### src/rtl/cascade_digit_counter.sv
// cascade_digit_counter
// Multi-digit BCD-style counter chain for the stopwatch time base. Each
// 4-bit digit has its own radix (packed into DIGIT_BASES), so the default
// instance counts mm:ss.cc. The chain counts up or down on the prescaler
// tick, supports synchronous clear and parallel load, and either wraps or
// saturates at the terminal value. All digits resolve in a single cycle:
// the carry/borrow decision for every digit is a prefix AND over the
// lower digits, not a registered ripple.

module cascade_digit_counter #(
    parameter int                      NUM_DIGITS  = 6,
    parameter logic [4*NUM_DIGITS-1:0] DIGIT_BASES = 24'h6A6AAA,
    parameter int                      WRAP_MODE   = 1
) (
    input  logic                    clk,
    input  logic                    rst,
    input  logic                    clear,
    input  logic                    load,
    input  logic [4*NUM_DIGITS-1:0] load_value,
    input  logic                    enable,
    input  logic                    up_down,
    output logic [4*NUM_DIGITS-1:0] count,
    output logic                    carry_out,
    output logic                    at_terminal,
    output logic                    load_err
);

    localparam int   W        = 4 * NUM_DIGITS;
    localparam logic SATURATE = (WRAP_MODE == 0);

    // Architectural state
    logic [W-1:0]          r_count;
    logic                  r_carryOut;
    logic                  r_loadErr;

    // Per-digit view of the radix and current value
    logic [3:0]            w_base   [NUM_DIGITS];
    logic [3:0]            w_maxVal [NUM_DIGITS];
    logic [3:0]            w_cur    [NUM_DIGITS];
    logic [3:0]            w_ldDigit[NUM_DIGITS];

    // Per-digit flags
    logic [NUM_DIGITS-1:0] w_isMax;
    logic [NUM_DIGITS-1:0] w_isZero;
    logic [NUM_DIGITS-1:0] w_upMove;
    logic [NUM_DIGITS-1:0] w_dnMove;
    logic [NUM_DIGITS-1:0] w_loadOk;

    // Candidate next values for the whole chain
    logic [W-1:0]          w_upCount;
    logic [W-1:0]          w_dnCount;
    logic [W-1:0]          w_stepCount;
    logic [W-1:0]          w_loadCount;

    // Chain-level decodes
    logic                  w_allMax;
    logic                  w_allZero;
    logic                  w_atTerminal;
    logic                  w_satHold;
    logic                  w_anyBadDigit;

    genvar g;
    generate
        for (g = 0; g < NUM_DIGITS; g++) begin : g_digit
            assign w_base[g]    = DIGIT_BASES[4*g +: 4];
            assign w_maxVal[g]  = w_base[g] - 4'd1;
            assign w_cur[g]     = r_count[4*g +: 4];
            assign w_ldDigit[g] = load_value[4*g +: 4];

            assign w_isMax[g]   = (w_cur[g] == w_maxVal[g]);
            assign w_isZero[g]  = (w_cur[g] == 4'd0);

            // Counting up: a digit at its top value rolls to zero when it moves
            assign w_upCount[4*g +: 4] = w_upMove[g]
                                       ? (w_isMax[g] ? 4'd0 : w_cur[g] + 4'd1)
                                       : w_cur[g];

            // Counting down: a digit at zero rolls to its top value when it moves
            assign w_dnCount[4*g +: 4] = w_dnMove[g]
                                       ? (w_isZero[g] ? w_maxVal[g] : w_cur[g] - 4'd1)
                                       : w_cur[g];

            // Out-of-range load digits are forced to zero so count stays legal
            assign w_loadOk[g]            = (w_ldDigit[g] < w_base[g]);
            assign w_loadCount[4*g +: 4]  = w_loadOk[g] ? w_ldDigit[g] : 4'd0;
        end
    endgenerate

    // Prefix AND over lower digits: a digit moves only when all lower digits roll over
    always_comb begin : p_chain
        logic upAcc;
        logic dnAcc;
        upAcc    = 1'b1;
        dnAcc    = 1'b1;
        w_upMove = '0;
        w_dnMove = '0;
        for (int i = 0; i < NUM_DIGITS; i++) begin
            w_upMove[i] = upAcc;
            w_dnMove[i] = dnAcc;
            upAcc       = upAcc & w_isMax[i];
            dnAcc       = dnAcc & w_isZero[i];
        end
    end

    assign w_allMax      = &w_isMax;
    assign w_allZero     = &w_isZero;
    assign w_atTerminal  = up_down ? w_allMax : w_allZero;
    assign w_satHold     = w_atTerminal & SATURATE;
    assign w_anyBadDigit = ~(&w_loadOk);
    assign w_stepCount   = up_down ? w_upCount : w_dnCount;

    // Counter state update with priority clear > load > enabled step > hold
    always_ff @(posedge clk or negedge rst) begin
        if (!rst) begin
            r_count    <= '0;
            r_carryOut <= 1'b0;
            r_loadErr  <= 1'b0;
        end else if (clear) begin
            r_count    <= '0;
            r_carryOut <= 1'b0;
            r_loadErr  <= 1'b0;
        end else if (load) begin
            r_count    <= w_loadCount;
            r_carryOut <= 1'b0;
            r_loadErr  <= w_anyBadDigit;
        end else if (enable) begin
            if (!w_satHold) begin
                r_count <= w_stepCount;
            end
            r_carryOut <= w_atTerminal & ~SATURATE;
            r_loadErr  <= 1'b0;
        end else begin
            r_carryOut <= 1'b0;
            r_loadErr  <= 1'b0;
        end
    end

    assign count       = r_count;
    assign carry_out   = r_carryOut;
    assign load_err    = r_loadErr;
    assign at_terminal = w_atTerminal;

endmodule

### config.mk
export PLATFORM = sky130hd
export DESIGN_NAME = cascade_digit_counter
export DESIGN_NICKNAME = d
export VERILOG_FILES = /design/src/rtl/cascade_digit_counter.sv
export SDC_FILE = /design/constraint.sdc
export NUM_CORES = 1
export LEC_CHECK = 0
export CORE_MARGIN = 2
export CORE_UTILIZATION = 56
export DETAILED_ROUTE_END_ITERATION = 8
export PLACE_DENSITY = 0.87
export SYNTH_ARGS = -nofsm -noshare
export SYNTH_HDL_FRONTEND = slang
export SYNTH_SLANG_ARGS = --single-unit
export TNS_END_PERCENT = 20
### constraint.sdc
create_clock -name clk -period 4.6 [get_ports clk]
set_clock_uncertainty 0.05 [all_clocks]
set_input_delay 0.69 -clock clk [delete_from_list [all_inputs] [get_ports clk]]
set_output_delay 0.69 -clock clk [all_outputs]
set_load 0.01 [all_outputs]
Yosys cells after proc, flatten, opt, wreduce, memory -nomap -nowiden. Cells that the tools add are included.

Add/subtract/negate cells: 12. $mul: 0. Div/mod/pow operators: 0. $lt $le $gt $ge: 6. Equality and inequality tests: 11. Shifts and indexed selects: 0. Muxes and demuxes: 38. Bitwise logic cells: 9. Reductions and logical operators: 20.

Operators by type and width (count): 4-bit two-way mux (28); 24-bit two-way mux (4); 4-bit by 1-bit adder with 4-bit output, second input constant (6); 4-bit logical NOT (6); 4-bit by 1-bit subtractor with 4-bit output, second input constant (6); 4-bit by 3-bit != test with 1-bit output, second input constant (5); 4-bit nonzero test (5); 6-bit AND reduction (3); 4-bit equality test, second input constant (4); 4-bit less-than comparator, second input constant (4); 3-bit AND reduction (5); 1-bit bitwise AND (8); 4-bit by 3-bit equality test with 1-bit output, second input constant (2); 4-bit by 3-bit less-than comparator with 1-bit output, second input constant (2); 1-bit two-way mux (6); 3-bit nonzero test (1); 1-bit NOT (1).

Register bits after elaboration: 26. Latch bits: 0. Bits in writable memories: 0. Bits in read-only memories: 0. Output and inout port bits: 27. Word-level logic and storage cells: 104. Memories: 0.

Depth between registers and ports, before layout.
Depth after elaboration: 10. Gate-level depth with buffers: 8. Depth with buffers taken out: 7.

Worst setup path before layout. No wires, ideal clock.

Path kind: in2out. Start point: in up_down. End point: out at_terminal. Data arrival time: 1.953 ns. Required time: 3.860 ns. Slack: 1.907 ns. Stages: 4. Path through: or4b_4 -> nor4_4 -> nand4b_1 -> a21oi_1.

Longest elaborated chain between the ends: 1.

Ends and longest elaborated chain: start, declared (line 21) `input logic up_down,`; 1-bit two-way mux (line 107) `assign w_atTerminal = up_down ? w_allMax : w_allZero;`; end, declared (line 24) `output logic at_terminal,`.

Every way passes these cells.

Final worst setup path. Ends and elaborated chain as after synthesis.

==> reports/qor.csv <==
metric,value,unit
status,completed,
grt_start_max_net_pins,48,
final_cell_area,3250,um^2
synth_nets,372,
die_y,72.3,um
startpoint_type,primary input,
fillers,350,
cp_slowest_stage_delay,0.59,ns
core-area,4410,um^2
synthArstFlopShare,1.00,
antenna_found_initial,0,
final_cell_mix,"clkdlybuf4s50_1 (56), dfrtp_1 (26), a21oi_1 (25)",
synth-edff-count,0,
grt_pass1_vias,2596,
cts_tree,built,
cts_buffers,3,
cts_sinks,26,
slew_violations,0,
die_w,72.3,um
hold_path_class,reg2reg,
synth.avg_cell_area,7.98,um^2
seqPwrFrac,0.403,
p_sw_frac,0.354,
clock_latency,0.28,ns
crit_chain,clkdlybuf4s50_1 > or4b_4 > nor4_4 > nand4b_1 > a21oi_1 > clkdlybuf4s50_1,
area_growth,24.6,%
vias,2794,
arrival,3.01,ns
p_int,0.000453,W
max_cap_viol_count,0,
yosys.area_share.simple,0.302,
cp-end-kind,primary output,
netlist_instances,327,
core.rowCount,24,
synth.cell_area,2610,um^2
final_common_cell,clkdlybuf4s50_1,
fin_hold_ws,0.568,ns
hold_buffers,0,
post_cts_buffers,0,
portBuffers,56,
slew_headroom,0.519,
ys_warn_count,0,
die_area,5220,um^2
leakagePower,1.25,nW
crit_slowest_cell,or4b_4,
grt_pass1_wl,12200,um
htreeDepth,1,
synth_compound_area_frac,0.277,
cp.required,3.86,ns
drcViolationCount,0,
drt-initial-drc-count,379,
ys_types,68,
cp_common_cell,clkdlybuf4s50_1,
drt_wl_total,7250,um
power_density,215,nW/um^2
routedWlPerCell,17.1,um
synth_top_family_by_area,simple AND/OR/NAND/NOR gates,
max_freq,267,MHz
synth_ff_type,dfrtp_1,
p_switching,0.000248,W
synth_mux_area_frac,0.0379,
worst_pin_slew,0.718,ns
ys_ff_latch,26,
cts-root-buf,clkbuf_8,
comb_power_share,0.372,
cp_max_fo,4,
cts_resized,0,
post_drt_via_cell_ratio,6.59,
ios,57,
finalHoldViolCount,0,
drt_pass1_iterations,5,
gp_congestion,0.951,
diodes,0,
path_buf_inv,2,
clkPwrFrac,0.225,
critPathKind,in2out,
yosysSeqAreaShare,0.249,
rsz0062_at_grt,no,
path_delay_family,simple AND/OR/NAND/NOR gates,
cts_buffer_depth,2,
synth-adder-area-share,0.0719,
period_minus_slack,3.75,ns
place_hpwl,5330,um
layout-drive-gt1-share,0.0806,
fin_setup_tns,0,ns
start_util,0.591,
synthXorXnorAreaFrac,0.00336,
gr-usage-all-layers,0.290,
path_clk_slew,0.10,ns
fin_crit_sh,0.815,
grt_overflow,0,
placed_area,3200,um^2
ant_nets,0,
layout.nets,418,
setup_viol,0,
peakVddDrop,0.130,mV
[power groups by stage]
stage / clock, W / sequential, W / combinational, W
final: 0.000158 / 0.000282 / 0.000260
after global routing: 0.000168 / 0.000286 / 0.000286
after CTS: 0.000160 / 0.000281 / 0.000259
after detailed placement: 0 / 0.000285 / 0.000257
after global placement: 0 / 0.000284 / 0.000250
after floorplan: 0 / 0.000275 / 0.000161
[synthesized netlist by cell type (3+ instances only)]
library cell / number / area [um^2]
nor2b_1: 11 / 68.8
clkbuf_1: 16 / 60.1
o211ai_1: 5 / 37.5
nand2_1: 21 / 78.8
nand2b_1: 10 / 62.6
a211oi_1: 7 / 52.6
a311oi_1: 3 / 26.3
a21oi_1: 25 / 125
ha_1: 15 / 188
or4_1: 3 / 22.5
dfrtp_1: 26 / 651
buf_2: 4 / 20.0
o21ai_0: 20 / 100
nor3_1: 10 / 50.1
nand3b_1: 8 / 60.1
inv_1: 17 / 63.8
nor3b_1: 7 / 52.6
o311a_1: 3 / 30.0
nor2_1: 22 / 82.6
nand4_1: 5 / 31.3
o21bai_1: 3 / 22.5
nand3_1: 13 / 65.1
and3_1: 4 / 25.0
a31oi_1: 7 / 43.8
mux2_2: 7 / 78.8
[final cells by class]
cell class	count	area, um^2	share of cell area
inverter	18	67.6	0.0208
multi-input combinational	262	1810	0.556
clock buffer	4	55.1	0.0169
tap	52	65.1	0.0200
timing repair buffer	62	606	0.186
sequential	26	651	0.200
[worst paths after layout]
| check | start | to | slack (ns) | depth (start not counted) |
|---|---|---|---|---|
| setup / recovery | up_down | at_terminal | 0.85 | 6 |
| hold / removal | count[15]$_DFFE_PN0P_ | count[15]$_DFFE_PN0P_ | 0.57 | 1 |
| setup reg to reg | count[5]$_DFFE_PN0P_ | count[9]$_DFFE_PN0P_ | 2.04 | 7 |
| hold reg to reg | count[15]$_DFFE_PN0P_ | count[15]$_DFFE_PN0P_ | 0.57 | 1 |
| max in group asynchronous | rst | count[18]$_DFFE_PN0P_ | 3.50 | 2 |
| min in group asynchronous | rst | carry_out$_DFF_PN0_ | 0.73 | 2 |
[sequential cells by signal (all words and copies together) (netlist names)]
signal     flops
load_err       1
carry_out      1
count         24
[logic make-up after synthesis]
group / Yosys count
AO/OA/AOI/OAI: 102
adder cells (fa/ha/maj): 15
AND/OR/NAND/NOR: 135
flip-flops: 26
XOR/XNOR: 1
buffers and inverters: 39
multiplexers: 9
[worst register-to-register path, delay by kind of cell (launching register included)]
| kind | cells | cell delay, ns |
|---|---|---|
| AOI/OAI and AO/OA | 2 | 0.56 |
| adders and majority gates | 1 | 0.21 |
| buffers and inverters | 1 | 0.12 |
| DFF | 1 | 0.48 |
| muxes | 1 | 0.40 |
| and+or+nand+nor | 2 | 0.63 |
[layer usage]
layer / routed length, um / track usage / up-vias
li1: - / - / 1313
met1: 3070 / 0.396 / 1317
met2: 3420 / 0.483 / 140
met3: 630 / 0.0417 / 24
met4: 125 / 0.0755 / 0
met5: 0 / 0 / -
[stage by stage]
stage | std cells | setup slack (ns) | utilization | power, W
after CTS | 424 | 0.848 | 0.736 | 0.000699
after global routing | 424 | 0.723 | 0.736 | 0.000740
after global placement | 420 | 0.890 | 0.724 | 0.000533
after floorplan | 327 | 1.91 | - | 0.000436
after detailed placement | 420 | 0.855 | 0.724 | 0.000542
final | 424 | 0.852 | 0.736 | 0.000700
Note: power is estimated with default switching activity, not from simulation.
